[src/rtl/alu_arb_pkg.sv]
// Shared definitions for the three-requester ALU arbiter.
package alu_arb_pkg;

  localparam int NREQ      = 3;
  localparam int WIDTH_DEF = 8;
  localparam int OPW_DEF   = 3;

  typedef enum logic {
    IDLE = 1'b0,
    EXEC = 1'b1
  } state_t;

  // Round-robin pointer value after a grant: one past the winner, wrapping at 3.
  function automatic logic [1:0] ptr_after(input logic [NREQ-1:0] grant);
    logic [1:0] nxt;
    nxt = 2'd0;
    if (grant[0]) nxt = 2'd1;
    if (grant[1]) nxt = 2'd2;
    if (grant[2]) nxt = 2'd0;
    return nxt;
  endfunction

endpackage

[src/rtl/rr_pick3.sv]
// Combinational round-robin picker: searches p, p+1, p+2 (mod 3), first hit wins.
module rr_pick3
  import alu_arb_pkg::*;
(
  input  logic [NREQ-1:0] req,
  input  logic [1:0]      p,
  output logic [NREQ-1:0] grant,
  output logic            any
);

  // Priority search starting at the pointer position.
  always_comb begin
    grant = '0;
    case (p)
      2'd1: begin
        if      (req[1]) grant = 3'b010;
        else if (req[2]) grant = 3'b100;
        else if (req[0]) grant = 3'b001;
      end
      2'd2: begin
        if      (req[2]) grant = 3'b100;
        else if (req[0]) grant = 3'b001;
        else if (req[1]) grant = 3'b010;
      end
      default: begin
        if      (req[0]) grant = 3'b001;
        else if (req[1]) grant = 3'b010;
        else if (req[2]) grant = 3'b100;
      end
    endcase
  end

  assign any = |req;

endmodule

[src/rtl/alu_share_arb3.sv]
// Shares one external combinational ALU among three requesters.
// Each operation takes two cycles: IDLE grants and loads operands, EXEC holds
// them stable for the ALU and the result is captured on the way back to IDLE.
module alu_share_arb3
  import alu_arb_pkg::*;
#(
  parameter int WIDTH = WIDTH_DEF,
  parameter int OPW   = OPW_DEF
) (
  input  logic                  clk,
  input  logic                  rst,
  input  logic [NREQ-1:0]       req,
  input  logic [NREQ*OPW-1:0]   req_op,
  input  logic [NREQ*WIDTH-1:0] req_a,
  input  logic [NREQ*WIDTH-1:0] req_b,
  output logic [NREQ-1:0]       ack,
  output logic [OPW-1:0]        alu_op,
  output logic [WIDTH-1:0]      alu_a,
  output logic [WIDTH-1:0]      alu_b,
  input  logic [WIDTH-1:0]      alu_y,
  output logic [NREQ-1:0]       rsp_valid,
  output logic [WIDTH-1:0]      rsp_data,
  output logic                  busy
);

  state_t           r_state;
  logic [1:0]       r_ptr;
  logic [NREQ-1:0]  r_ack;
  logic [NREQ-1:0]  r_rsp_valid;
  logic [OPW-1:0]   r_op;
  logic [WIDTH-1:0] r_a;
  logic [WIDTH-1:0] r_b;
  logic [WIDTH-1:0] r_y;

  logic [NREQ-1:0]  w_grant;
  logic             w_any;
  logic [OPW-1:0]   w_sel_op;
  logic [WIDTH-1:0] w_sel_a;
  logic [WIDTH-1:0] w_sel_b;

  rr_pick3 u_pick (
    .req   (req),
    .p     (r_ptr),
    .grant (w_grant),
    .any   (w_any)
  );

  // Route the winning requester's fields toward the operand registers.
  always_comb begin
    w_sel_op = '0;
    w_sel_a  = '0;
    w_sel_b  = '0;
    for (int i = 0; i < NREQ; i++) begin
      if (w_grant[i]) begin
        w_sel_op = req_op[i*OPW +: OPW];
        w_sel_a  = req_a[i*WIDTH +: WIDTH];
        w_sel_b  = req_b[i*WIDTH +: WIDTH];
      end
    end
  end

  // Two-state sequencer; ack marks the EXEC cycle, rsp_valid the cycle after.
  // The ack register doubles as the record of who owns the in-flight operation.
  always_ff @(posedge clk) begin
    if (rst) begin
      r_state     <= IDLE;
      r_ptr       <= 2'd0;
      r_ack       <= '0;
      r_rsp_valid <= '0;
      r_op        <= '0;
      r_a         <= '0;
      r_b         <= '0;
      r_y         <= '0;
    end else begin
      case (r_state)
        IDLE: begin
          r_rsp_valid <= '0;
          if (w_any) begin
            r_state <= EXEC;
            r_ptr   <= ptr_after(w_grant);
            r_ack   <= w_grant;
            r_op    <= w_sel_op;
            r_a     <= w_sel_a;
            r_b     <= w_sel_b;
          end
        end
        EXEC: begin
          r_y         <= alu_y;
          r_rsp_valid <= r_ack;
          r_ack       <= '0;
          r_state     <= IDLE;
        end
        default: r_state <= IDLE;
      endcase
    end
  end

  assign ack       = r_ack;
  assign rsp_valid = r_rsp_valid;
  assign rsp_data  = r_y;
  assign alu_op    = r_op;
  assign alu_a     = r_a;
  assign alu_b     = r_b;
  assign busy      = (r_state == EXEC);

endmodule

[config.mk]
export PLATFORM = sky130hd
export DESIGN_NAME = alu_share_arb3
export DESIGN_NICKNAME = d
export VERILOG_FILES = /design/src/rtl/alu_arb_pkg.sv /design/src/rtl/rr_pick3.sv /design/src/rtl/alu_share_arb3.sv
export SDC_FILE = /design/constraint.sdc
export NUM_CORES = 1
export LEC_CHECK = 0
export ABC_AREA = 1
export CORE_ASPECT_RATIO = 0.6
export CORE_MARGIN = 2
export CORE_UTILIZATION = 34
export DETAILED_ROUTE_END_ITERATION = 10
export GPL_TIMING_DRIVEN = 1
export PLACE_DENSITY = 0.74
export SLEW_MARGIN = 20
export SYNTH_ARGS = -nofsm -noshare
export SYNTH_HDL_FRONTEND = slang
export SYNTH_HIERARCHICAL = 1
export SYNTH_SLANG_ARGS = --single-unit
export TNS_END_PERCENT = 20
[constraint.sdc]
create_clock -name clk -period 2.1 [get_ports clk]
set_clock_uncertainty 0.15 [all_clocks]
set_input_delay 0.42 -clock clk [delete_from_list [all_inputs] [get_ports clk]]
set_output_delay 0.42 -clock clk [all_outputs]
set_load 0.01 [all_outputs]
# Yosys cells after proc, flatten, opt, wreduce, memory -nomap -nowiden
# Cells that the tools add are included.
[classes] n_reduce_logical=2 mux=27 bitwise_logic=1 n_eq_ne=3
[op_table] operator="8-bit two-way mux" n=6
[op_table] operator="3-bit two-way mux" n=11
[op_table] operator="3-bit case mux with 2 select lines" n=3
[op_table] operator="2-bit two-way mux" n=3
[op_table] operator="1-bit two-way mux" n=3
[op_table] operator="3-bit OR reduction" n=1
[op_table] operator="2-bit by 1-bit == test with 1-bit output, second input constant" n=1
[op_table] operator="2-bit == test, second input constant" n=1
[op_table] operator="2-bit by 1-bit inequality test with 1-bit output, second input constant" n=1
[op_table] operator="1-bit case mux with 2 select lines" n=1
[op_table] operator="2-bit AND reduction" n=1
[op_table] operator="1-bit inverter" n=1
[totals] output_inout_bits=34 in_bits=70 regBits=36

# Longest topological paths before layout
# Gate-level depths: netlist (run 1).
[depth] depth_word=7 mapped_depth=12 ltp_nobuf=11

# Hierarchy
# The synthesis (run 1) kept the hierarchy.
[by_module_without_submodules] mod="alu_share_arb3" n_inst=1 cells_per_inst=255 area_each_um2=1669.1 seq_area_each_um2=720.7
[by_module_without_submodules] mod="rr_pick3" n_inst=1 cells_per_inst=25 area_each_um2=147.6 seq_area_each_um2=0.0

# Worst setup path after synthesis (run 1)
# OpenSTA, ideal clock, no wires.
[synth_path] kind="register -> register" startpoint="register r_ptr[0]" endpoint="register r_a[0], in the netlist alu_a[0]" setup_ps=66 t_arrival_ps=1775 path_stages_with_launch=12 slack_ps=109 path_cell_list="dfxtp_1 inv_1 ha_1 inv_1 nand2_2 inv_1 a21oi_1 inv_2 nor3_4 buf_6 nand2_1 a21oi_2"
[synth_via] elab_chain_cells=5
[synth_lines] item="start, declared" line="alu_share_arb3.sv:27" rtl="logic [1:0] r_ptr;"
[synth_lines] item="start signal, assigned" line="alu_share_arb3.sv:80" rtl="r_ptr <= ptr_after(w_grant);"
[synth_lines] item="2-bit == test / 2-bit by 1-bit == test with 1-bit output (equally long branches)" line="rr_pick3.sv:14" rtl="case (p)"
[synth_lines] item="3-bit case mux with 2 select lines *" line="rr_pick3.sv:14"
[synth_lines] item="via w_grant[0]" line="alu_share_arb3.sv:35" rtl="logic [NREQ-1:0] w_grant;"
[synth_lines] item="8-bit two-way mux * (3 in a row)" line="alu_share_arb3.sv:54" rtl="if (w_grant[i]) begin"
[synth_lines] item="end signal, assigned" line="alu_share_arb3.sv:83" rtl="r_a <= w_sel_a;"
[synth_lines] item="end, declared" line="alu_share_arb3.sv:31" rtl="logic [WIDTH-1:0] r_a;"
# The timed path passes the listed nets; every way through them passes the cells marked *.
# A chain may end at the register's enable or synchronous reset.

# Worst setup path in the final report (run 1)
[layout_path] startpoint="register r_ptr[0]" endpoint="register r_b[3], in the netlist alu_b[3]"
[layout_via] elab_chain_cells=5
[layout_lines] item="2-bit == test / 2-bit by 1-bit == test with 1-bit output (equally long branches)" line="rr_pick3.sv:14"
[layout_lines] item="3-bit case mux with 2 select lines *" line="rr_pick3.sv:14"
[layout_lines] item="via w_grant[0]" line="alu_share_arb3.sv:35"
[layout_lines] item="8-bit two-way mux * (3 in a row)" line="alu_share_arb3.sv:54"
[layout_lines] item="end signal, assigned" line="alu_share_arb3.sv:84" rtl="r_b <= w_sel_b;"
[layout_lines] item="end, declared" line="alu_share_arb3.sv:32" rtl="logic [WIDTH-1:0] r_b;"
# Marked as above.

==> results of run 1 <==
## repair_timing
| item | 4_1_cts | 5_1_grt |
|---|---|---|
| resized for setup | 0 | 1 |
| endpoints found under the setup margin | 0 | 5 |
| setup buffers | 0 | 0 |
## sequential cells by signal, summed over array words and instances, names as in the netlist
register and flops:
alu_b 8, ack 3, alu_op 3, busy 1
alu_a 8, rsp_data 8, r_ptr 2, rsp_valid 3
## cell usage after synthesis, drive strengths merged
| cell type | count | area share [%] |
|---|---|---|
| a21oi | 37 | 11 |
| o21ai | 15 | 4.1 |
| o22ai | 3 | 1.0 |
| and3 | 1 | 0.34 |
| ha | 4 | 2.8 |
| dfxtp | 36 | 40 |
| clkinv | 1 | 0.21 |
| nand3 | 8 | 2.2 |
| nor2 | 42 | 8.8 |
| nand2 | 102 | 21 |
| buf | 13 | 4.4 |
| inv | 14 | 2.9 |
| clkbuf | 3 | 0.69 |
| nor3 | 1 | 0.90 |
## cells by family after synthesis
family / after synthesis
compound gates: 55
fa+ha+maj: 4
buf+inv: 31
flops: 36
simple gates: 154
## metal layers
metal,global-route usage [%],share of wire [%],up-vias
met5,0,0,-
met4,6.654,1.3,0
met3,5.184,6.3,7
met2,31.68,43,63
met1,27.53,49,949
li1,-,-,1096
## stage by stage
step / setup WS [ns] / hold slack (ns) / utilization (%) / std cells
6_report: 0.1288 / 0.3121 / 60.29 / 454
5_1_grt: -0.01005 / 0.3301 / 60.29 / 454
4_1_cts: 0.1404 / 0.3138 / 60.15 / 454
3_5_place_dp: -0.09477 / 0.3024 / 58.04 / 446
3_3_place_gp: -0.04749 / 0.2987 / 58.04 / 446
2_1_floorplan: 0.1086 / 0.3264 / - / 280
## layout make-up
cell class / count / area [um^2] / area share, %
Tap cell: 66 / 82.58 / 2.683
Multi-Input combinational cell: 213 / 957.2 / 31.10
Inverter: 15 / 56.30 / 1.829
Timing Repair Buffer: 116 / 1154 / 37.48
Clock buffer: 6 / 72.57 / 2.358
Sequential cell: 36 / 720.7 / 23.41
Clock inverter: 2 / 35.03 / 1.138
## power by group through the flow
stage	logic (uW)	registers, uW	clock network [uW]
detailed placement	580	781	0
floorplan	236	806	0
finish	582	767	607
CTS	582	767	623
global placement	570	782	0
global route	643	774	645
## worst min path at each step
| stage | endpoint | slack (ns) | depth (start not counted) |
|---|---|---|---|
| after global routing | rsp_data[4] | 0.33 | 2 |
| after global placement | rsp_data[1] | 0.30 | 2 |
| after floorplan | r_ptr[1] | 0.33 | 2 |
| after CTS | rsp_data[2] | 0.31 | 2 |
| after detailed placement | rsp_data[2] | 0.30 | 2 |
| final | rsp_data[2] | 0.31 | 2 |
## worst register-to-register path, cell delays in order, from the launching register on
cell                      delay [ns]
sky130_fd_sc_hd__dfxtp_1        0.33
sky130_fd_sc_hd__inv_1          0.06
sky130_fd_sc_hd__ha_1           0.29
sky130_fd_sc_hd__inv_1          0.07
sky130_fd_sc_hd__nand2_2        0.08
sky130_fd_sc_hd__inv_1          0.05
sky130_fd_sc_hd__a21oi_1        0.23
sky130_fd_sc_hd__inv_2          0.10
sky130_fd_sc_hd__nor3_4         0.15
sky130_fd_sc_hd__buf_12         0.17
sky130_fd_sc_hd__nand2_1        0.07
sky130_fd_sc_hd__a21oi_1        0.15
==> impl_metrics.json, run 1 <==
{
  "relative_contribution_of_sequential_cells_to_total_power_pct": 39.2,
  "crit_end": "alu_b[3]",
  "max_freq_mhz": 507.3,
  "placeableCoreArea_um2": 5105,
  "clkLatencyLatePin_ns": 0.29,
  "tritoncts_num_sinks": 36,
  "power_frac_clock_pct": 31.0,
  "dr.first_iter.drc_count": 61,
  "post_synth_fa_ha_maj_area_fraction_pct": 2.755,
  "power.net_switching_uw": 548.8,
  "cp_num_cells": 11,
  "tritoncts.num_buffers": 5,
  "postSynthCellCount": 280,
  "power_per_cell_area_nw_per_um2": 635.4,
  "worst-setup-path-type": "reg2reg",
  "worstHoldStart": "rsp_data[2]",
  "period_minus_slack_ns": 1.971,
  "fraction_of_synthesized_area_in_multiplexers_pct": 0,
  "post_synth.cell_area_avg_um2": 6.488,
  "layout.cells.most_common_list": "sky130_fd_sc_hd__clkdlybuf4s50_1 (103), sky130_fd_sc_hd__nand2_1 (100), sky130_fd_sc_hd__nor2_1 (40)",
  "worst_setup_hold_path_clk_slew_ns": 0.07,
  "timing.hold.worst.class": "reg2reg",
  "hpwlAfterDp_um": 4451,
  "area_delta_synth_final_pct": 69.42,
  "crit-reg2reg-launch": "r_ptr[0]",
  "dieHeight_um": 60.62,
  "postRouteAntennaNets": 0,
  "gr-total-overflow": 0,
  "synthesis.area_um2": 1817,
  "cts-root-buf": "sky130_fd_sc_hd__clkbuf_8",
  "synth_seq_area_share_pct": 39.67,
  "rr_endpoint": "alu_b[3]",
  "sw_frac_of_total_pct": 28.06,
  "critical_path.max_fanout": 15,
  "leakagePower_uw": 0.001287,
  "diodes": 0,
  "worstRegToRegCells": 11,
  "groute.usage.overall_pct": 20.12,
  "synth.ff_latch_count": 36,
  "post-route-drc-count": 0,
  "tritoncts": "done",
  "cap_violations": 0,
  "critical_path.startpoint": "r_ptr[0]",
  "regToRegSetupSlack_ns": 0.13,
  "synth_compound_area_share_pct": 15.77,
  "vias_per_cell": 4.659,
  "number_of_global_route_vias_before_repair": 1979,
  "critical_path.startpoint_type": "flip-flop",
  "worst_slew_pin_slew_ns": 0.3757,
  "num_vias": 2115,
  "cp_num_buf_inv": 5,
  "grt_first_pass_wirelength_um": 9425,
  "detail_route.first_pass.iterations": 4,
  "comb_power_share_pct": 29.7,
  "critical_path_arrival_ns": 2.04,
  "dominant_combinational_cell_family_by_area_after_synthesis": "simple AND/OR/NAND/NOR gates",
  "crit_path_frequent_cell": "sky130_fd_sc_hd__inv_1",
  "finish.net_count": 461,
  "i_o_buffers": 103,
  "synth_xor_area_share_pct": 0,
  "synthSimpleGateAreaFrac_pct": 33.61,
  "cts_max_level": 2,
  "required_ns": 2.17,
  "power_uw": 1956,
  "vdd.ir_drop.worst_uv": 277.3,
  "drive_gt1_share_pct": 8.247,
  "synth_net_count": 354,
  "timing.critical_path.max_delay_family": "buffers and inverters",
  "start_util_pct": 35.59,
  "internal-power_uw": 1407,
  "number_of_top_level_pins": 104,
  "finalHoldViolations": 0,
  "synth.yosys.warnings": 6,
  "cts-root-to-sink-buffers": 2,
  "fill_cells": 502,
  "timing.critical_path.slowest_stage_cell": "sky130_fd_sc_hd__dfxtp_1",
  "slowest_delay_ns": 0.33,
  "grt_start_max_net_pins": 23,
  "die_area_um2": 5963,
  "antenna_found_initial": 0,
  "die_width_um": 98.37,
  "crit_path_cell_trace": "inv_1 > ha_1 > inv_1 > nand2_2 > inv_1 > a21oi_1 > inv_2 > nor3_4 > buf_12 > nand2_1 > a21oi_1",
  "wl_per_cell_um": 12.74,
  "synthDistinctLibCells": 22,
  "drv_slew": 0,
  "placement_rows": 20,
  "cp-end-kind": "flip-flop",
  "max_slew_margin_pct": 74.89,
  "finalSetupTns_ns": 0,
  "layout_commonest_cell": "sky130_fd_sc_hd__clkdlybuf4s50_1",
  "drt-total-wl_um": 5786,
  "placement.cell_area_um2": 2963,
  "run_status": "complete, no violations",
  "post-route-period-util_pct": 93.87,
  "ctsHoldBuffers": 0,
  "final_area_um2": 3078,
  "timing.final.setup_violations": 0,
  "weighted_congestion_at_the_end_of_routability_driven_global_placement": 0.8311
}
Note: power is estimated with default switching activity, not from simulation.
==> run 2: changes to the inputs <==
--- a/config.mk
+++ b/config.mk
@@ -7,11 +7,10 @@
 export LEC_CHECK = 0
 export ABC_AREA = 1
 export CORE_ASPECT_RATIO = 0.6
-export CORE_MARGIN = 2
-export CORE_UTILIZATION = 34
+export CORE_UTILIZATION = 38
 export DETAILED_ROUTE_END_ITERATION = 10
 export GPL_TIMING_DRIVEN = 1
-export PLACE_DENSITY = 0.74
+export PLACE_DENSITY = 0.78
 export SLEW_MARGIN = 20
 export SYNTH_ARGS = -nofsm -noshare
 export SYNTH_HDL_FRONTEND = slang
==> constraint.sdc (replaced) <==
create_clock -name clk -period 1.9 [get_ports clk]
set_clock_uncertainty 0.15 [all_clocks]
set_input_delay 0.38 -clock clk [delete_from_list [all_inputs] [get_ports clk]]
set_output_delay 0.38 -clock clk [all_outputs]
set_load 0.01 [all_outputs]
==> impl_metrics.json, run 2 (synthesis gave the netlist of run 1 again) <==
{
  "worst_setup_hold_path_clk_slew_ns": 0.08,
  "weighted_congestion_at_the_end_of_routability_driven_global_placement": 0.8396,
  "sw_frac_of_total_pct": 29.13,
  "start_util_pct": 39.60,
  "cts_max_level": 2,
  "critical_path.max_fanout": 7,
  "cp-end-kind": "flip-flop",
  "i_o_buffers": 103,
  "internal-power_uw": 1607,
  "cts-root-buf": "sky130_fd_sc_hd__clkbuf_8",
  "violations": "setup timing",
  "drive_gt1_share_pct": 16.62,
  "dieHeight_um": 55.56,
  "timing.final.setup_violations": 10,
  "diodes": 0,
  "postLayoutSetupSlackWorst_ns": -0.07406,
  "max_freq_mhz": 506.6,
  "critical_path_arrival_ns": 2.04,
  "critical_path.startpoint_type": "flip-flop",
  "post-route-drc-count": 0,
  "ctsHoldBuffers": 0,
  "area_delta_synth_final_pct": 81.75,
  "placement_rows": 19,
  "timing.hold.worst.class": "reg2reg",
  "drv_slew": 0,
  "power_per_cell_area_nw_per_um2": 686.6,
  "cts-root-to-sink-buffers": 2,
  "required_ns": 1.97,
  "relative_contribution_of_sequential_cells_to_total_power_pct": 37.6,
  "comb_power_share_pct": 32.3,
  "number_of_global_route_vias_before_repair": 1974,
  "run_status": "finished with violations",
  "period_minus_slack_ns": 1.974,
  "tritoncts_num_sinks": 36,
  "grt_setup_unrepaired": "yes",
  "die_width_um": 91.27,
  "max_slew_margin_pct": 80.75,
  "groute.usage.overall_pct": 22.67,
  "finalSetupTns_ns": -0.3480,
  "tritoncts": "done",
  "drt-total-wl_um": 5933,
  "power.net_switching_uw": 660.3,
  "detail_route.first_pass.iterations": 4,
  "layout.cells.most_common_list": "sky130_fd_sc_hd__clkdlybuf4s50_1 (103), sky130_fd_sc_hd__nand2_1 (95), sky130_fd_sc_hd__nor2_1 (40)",
  "postRouteAntennaNets": 0,
  "post-route-period-util_pct": 103.9,
  "dr.first_iter.drc_count": 105,
  "finalHoldViolations": 0,
  "final.hold.worst_slack_ns": 0.3157,
  "worst_slew_pin_slew_ns": 0.2878,
  "die_area_um2": 5071,
  "cap_violations": 0,
  "finish.net_count": 470,
  "clkLatencyLatePin_ns": 0.29,
  "gr-total-overflow": 0,
  "hpwlAfterDp_um": 4102,
  "power_frac_clock_pct": 30.1,
  "wl_per_cell_um": 12.90,
  "antenna_found_initial": 0,
  "layout_commonest_cell": "sky130_fd_sc_hd__clkdlybuf4s50_1",
  "vias_per_cell": 4.770,
  "tritoncts.num_buffers": 5,
  "leakagePower_uw": 0.001354,
  "number_of_top_level_pins": 104,
  "grt_first_pass_wirelength_um": 9128,
  "num_vias": 2194,
  "worst-setup-path-type": "reg2reg",
  "vdd.ir_drop.worst_uv": 427.6,
  "placeableCoreArea_um2": 4588,
  "grt_start_max_net_pins": 29
}
run 2: cell types whose count changed in the layout (fill, tap and decap cells not counted), moves of 2 or more:
| cell | before | now |
|---|---|---|
| sky130_fd_sc_hd__a21oi_2 | 1 | 10 |
| sky130_fd_sc_hd__inv_1 | 9 | 5 |
| sky130_fd_sc_hd__nand2_1 | 100 | 95 |
| sky130_fd_sc_hd__nand2_2 | 2 | 7 |
| sky130_fd_sc_hd__clkinvlp_4 | 0 | 2 |
| sky130_fd_sc_hd__dfxtp_1 | 36 | 34 |
| sky130_fd_sc_hd__buf_4 | 11 | 14 |
| sky130_fd_sc_hd__buf_12 | 2 | 4 |
| sky130_fd_sc_hd__ha_4 | 0 | 2 |
| sky130_fd_sc_hd__inv_2 | 5 | 7 |
| sky130_fd_sc_hd__buf_6 | 0 | 3 |
| sky130_fd_sc_hd__ha_1 | 4 | 2 |
| sky130_fd_sc_hd__a21oi_1 | 35 | 25 |
run 2: worst max-delay path, stage by stage, from the launching register on:
cell and delay [ns]:
sky130_fd_sc_hd__dfxtp_2 0.35, sky130_fd_sc_hd__inv_2 0.06, sky130_fd_sc_hd__ha_4 0.27, sky130_fd_sc_hd__inv_2 0.05
sky130_fd_sc_hd__a21oi_2 0.15, sky130_fd_sc_hd__nor2_4 0.07, sky130_fd_sc_hd__buf_6 0.12, sky130_fd_sc_hd__nor3_4 0.29
sky130_fd_sc_hd__clkbuf_16 0.22, sky130_fd_sc_hd__nand2_1 0.05, sky130_fd_sc_hd__a21oi_1 0.12
run 2: routing by layer:
metal | global-route usage (%) | vias up | routed length [um] | share of wire, %
met5 | 0 | - | 0 | 0
met4 | 6.122 | 0 | 43 | 0.72
met3 | 6.198 | 5 | 401 | 6.8
met2 | 35.28 | 63 | 2654 | 45
met1 | 31.07 | 1009 | 2834 | 48
li1 | - | 1117 | - | -
run 2: path summary, 6_finish.rpt:
check / endpoint / slack (ns) / cells after the start / from
hold reg to reg: rsp_data[0] / 0.32 / 2 / rsp_data[0]
setup / recovery: r_ptr[0] / -0.07 / 10 / r_ptr[0]
hold / removal: rsp_data[0] / 0.32 / 2 / rsp_data[0]
setup reg to reg: r_ptr[0] / -0.07 / 10 / r_ptr[0]
run 2: stage by stage:
step                      instances  worst slack [ns]  area, um^2  total power, uW  utilization [%]
after global routing            460           -0.1478        3302             2374            71.97
after floorplan                 280          0.006193        1829             1159                -
after CTS                       457           0.01580        3164             2207            68.97
final                           460          -0.07406        3302             2267            71.97
after global placement          448           -0.1872        3034             1518            66.13
after detailed placement        448           -0.2420        3034             1527            66.13
run 2: cell type report:
cell class                      instances  area [um^2]
Fill cell                             360         1286
Timing Repair Buffer                  125         1275
Multi-Input combinational cell        213         1049
Sequential cell                        36        725.7
Tap cell                               63        78.83
Clock buffer                            5        68.82
Inverter                               15        62.56
Clock inverter                          3        42.54
run 2: power by group through the flow:
stage                     Clock, uW  Combinational [uW]  Sequential (uW)
after detailed placement          0                 661              866
after floorplan                   0                 268              891
after CTS                       686                 671              850
final                           682                 733              852
after global placement            0                 653              865
after global routing            719                 795              860
run 2: timing repair:
action,4_1_cts,5_1_grt
gates resized for setup,2,27
buffers inserted,1,2
pin swaps,0,17
cloned,0,1
setup endpoints to repair,4,22
==> run 3: changes to the inputs <==
--- a/config.mk
+++ b/config.mk
@@ -6,7 +6,6 @@
 export NUM_CORES = 1
 export LEC_CHECK = 0
 export ABC_AREA = 1
-export CORE_ASPECT_RATIO = 0.6
 export CORE_UTILIZATION = 38
 export DETAILED_ROUTE_END_ITERATION = 10
 export GPL_TIMING_DRIVEN = 1
==> impl_metrics.json, run 3 (synthesis gave the netlist of run 1 again) <==
{
  "rr_endpoint": "alu_b[6]",
  "grt_setup_unrepaired": "yes",
  "drt-total-wl_um": 6131,
  "max_freq_mhz": 520.6,
  "layout.cells.most_common_list": "sky130_fd_sc_hd__clkdlybuf4s50_1 (103), sky130_fd_sc_hd__nand2_1 (92), sky130_fd_sc_hd__nor2_1 (35)",
  "die_width_um": 71.15,
  "power_uw": 2255,
  "detail_route.first_pass.iterations": 10,
  "wl_per_cell_um": 13.72,
  "cts-root-buf": "sky130_fd_sc_hd__clkbuf_8",
  "postRouteAntennaNets": 0,
  "timing.hold.worst.class": "reg2reg",
  "i_o_buffers": 103,
  "timing.final.setup_violations": 1,
  "cts_max_level": 2,
  "groute.usage.overall_pct": 23.39,
  "worst-setup-path-type": "reg2reg",
  "required_ns": 1.98,
  "postLayoutSetupSlackWorst_ns": -0.02103,
  "cp-end-kind": "flip-flop",
  "period_minus_slack_ns": 1.921,
  "hpwlAfterDp_um": 4172,
  "power_per_cell_area_nw_per_um2": 693.1,
  "diodes": 0,
  "placeableCoreArea_um2": 4474,
  "tritoncts_num_sinks": 36,
  "weighted_congestion_at_the_end_of_routability_driven_global_placement": 0.8189,
  "num_vias": 2187,
  "vdd.ir_drop.worst_uv": 382.1,
  "run_status": "finished with violations",
  "cap_violations": 0,
  "start_util_pct": 40.60,
  "fill_cells": 333,
  "holdPathEnd": "rsp_data[5]",
  "grt_first_pass_wirelength_um": 9225,
  "number_of_top_level_pins": 104,
  "antenna_found_initial": 0,
  "clkLatencyLatePin_ns": 0.30,
  "crit-reg2reg-launch": "r_ptr[0]",
  "critical_path.max_fanout": 7,
  "gr-total-overflow": 0,
  "worstHoldStart": "rsp_data[5]",
  "worst_hold_path.num_cells": 2,
  "grt_start_max_net_pins": 29,
  "cts-root-to-sink-buffers": 2,
  "dp_worst_setup_slack_ns": -0.2810,
  "die_area_um2": 5062,
  "violations": "DRC, setup timing",
  "final_area_um2": 3254,
  "max_slew_margin_pct": 74.98,
  "critical_path.startpoint_type": "flip-flop",
  "dr.first_iter.drc_count": 102,
  "worst_slew_pin_slew_ns": 0.3744,
  "regToRegSetupSlack_ns": -0.02,
  "dieHeight_um": 71.15,
  "worstRegToRegCells": 11,
  "layout_commonest_cell": "sky130_fd_sc_hd__clkdlybuf4s50_1",
  "area_delta_synth_final_pct": 79.13,
  "critical_path_arrival_ns": 2.00,
  "leakagePower_uw": 0.001334,
  "post-route-period-util_pct": 101.1,
  "drv_slew": 0,
  "vias_per_cell": 4.893,
  "tritoncts.num_buffers": 5,
  "placement_rows": 24,
  "tritoncts": "done",
  "final.hold.worst_slack_ns": 0.3128,
  "post-route-drc-count": 4,
  "finalHoldViolations": 0,
  "drive_gt1_share_pct": 16.96,
  "placement.cell_area_um2": 3003,
  "finish.net_count": 468,
  "number_of_global_route_vias_before_repair": 2042,
  "worst_setup_hold_path_clk_slew_ns": 0.08
}
## run 3: cell count changes in the layout (fill, tap and decap cells not counted), moves of 2 or more
cell / previous run / this run
sky130_fd_sc_hd__nor2_1: 40 / 35
sky130_fd_sc_hd__nand2_2: 7 / 9
sky130_fd_sc_hd__buf_12: 4 / 2
sky130_fd_sc_hd__nand2_1: 95 / 92
sky130_fd_sc_hd__a21oi_1: 25 / 29
sky130_fd_sc_hd__nor2_2: 1 / 5
sky130_fd_sc_hd__a21oi_2: 10 / 6
## run 3: worst max-delay path: stages (launching register included)
cell                        delay [ns]
sky130_fd_sc_hd__dfxtp_2          0.34
sky130_fd_sc_hd__inv_2            0.05
sky130_fd_sc_hd__ha_4             0.28
sky130_fd_sc_hd__inv_4            0.04
sky130_fd_sc_hd__nand2_2          0.06
sky130_fd_sc_hd__nand2_2          0.06
sky130_fd_sc_hd__a21oi_4          0.32
sky130_fd_sc_hd__clkbuf_16        0.22
sky130_fd_sc_hd__nand2_2          0.05
sky130_fd_sc_hd__nor2_2           0.11
sky130_fd_sc_hd__nor2_2           0.06
sky130_fd_sc_hd__a21oi_2          0.12
## run 3: how the worst max path moves through the flow
stage / startpoint / end / cells after the start
2_1_floorplan: r_ptr[0] / alu_a[0] / 11
3_3_place_gp: req[2] / alu_b[2] / 11
3_5_place_dp: req[2] / alu_b[6] / 11
4_1_cts: r_ptr[0] / alu_b[3] / 11
5_1_grt: r_ptr[0] / alu_a[3] / 11
6_report: r_ptr[0] / alu_b[6] / 11
## run 3: area by class of cell
class                           instances  area (um^2)  share of cell area, %
Timing Repair Buffer                  123         1242                  38.18
Inverter                               15        58.81                  1.807
Clock inverter                          3        42.54                  1.307
Clock buffer                            5        68.82                  2.115
Tap cell                               52        65.06                  1.999
Sequential cell                        36        726.9                  22.34
Multi-Input combinational cell        213         1050                  32.26
## run 3: report_power, final
part / switching (uW) / internal (uW)
registers: 37.1 / 817
logic: 323 / 387
clock network: 303 / 388
total: 663 / 1590
## run 3: metal layers
layer / vias up / routed length, um / GRT usage (%)
met2: 63 / 3064 / 40.00
met5: - / 0 / 0
met1: 1004 / 2639 / 28.13
met3: 11 / 300 / 5.556
met4: 0 / 126 / 9.556
li1: 1109 / - / -
## run 3: what timing repair did
action,CTS,global route
cloned,0,1
setup buffers,0,0
pin swaps,2,19
resized for setup,5,30
setup endpoints to repair,16,20
hold buffers,0,0
## run 3: stage by stage
step	setup TNS, ns	util [%]	std cells
6_report	-0.02103	72.73	447
4_1_cts	0	70.25	446
5_1_grt	-0.7570	72.73	447
2_1_floorplan	0	-	280
3_3_place_gp	-4.331	67.11	438
3_5_place_dp	-4.897	67.11	438
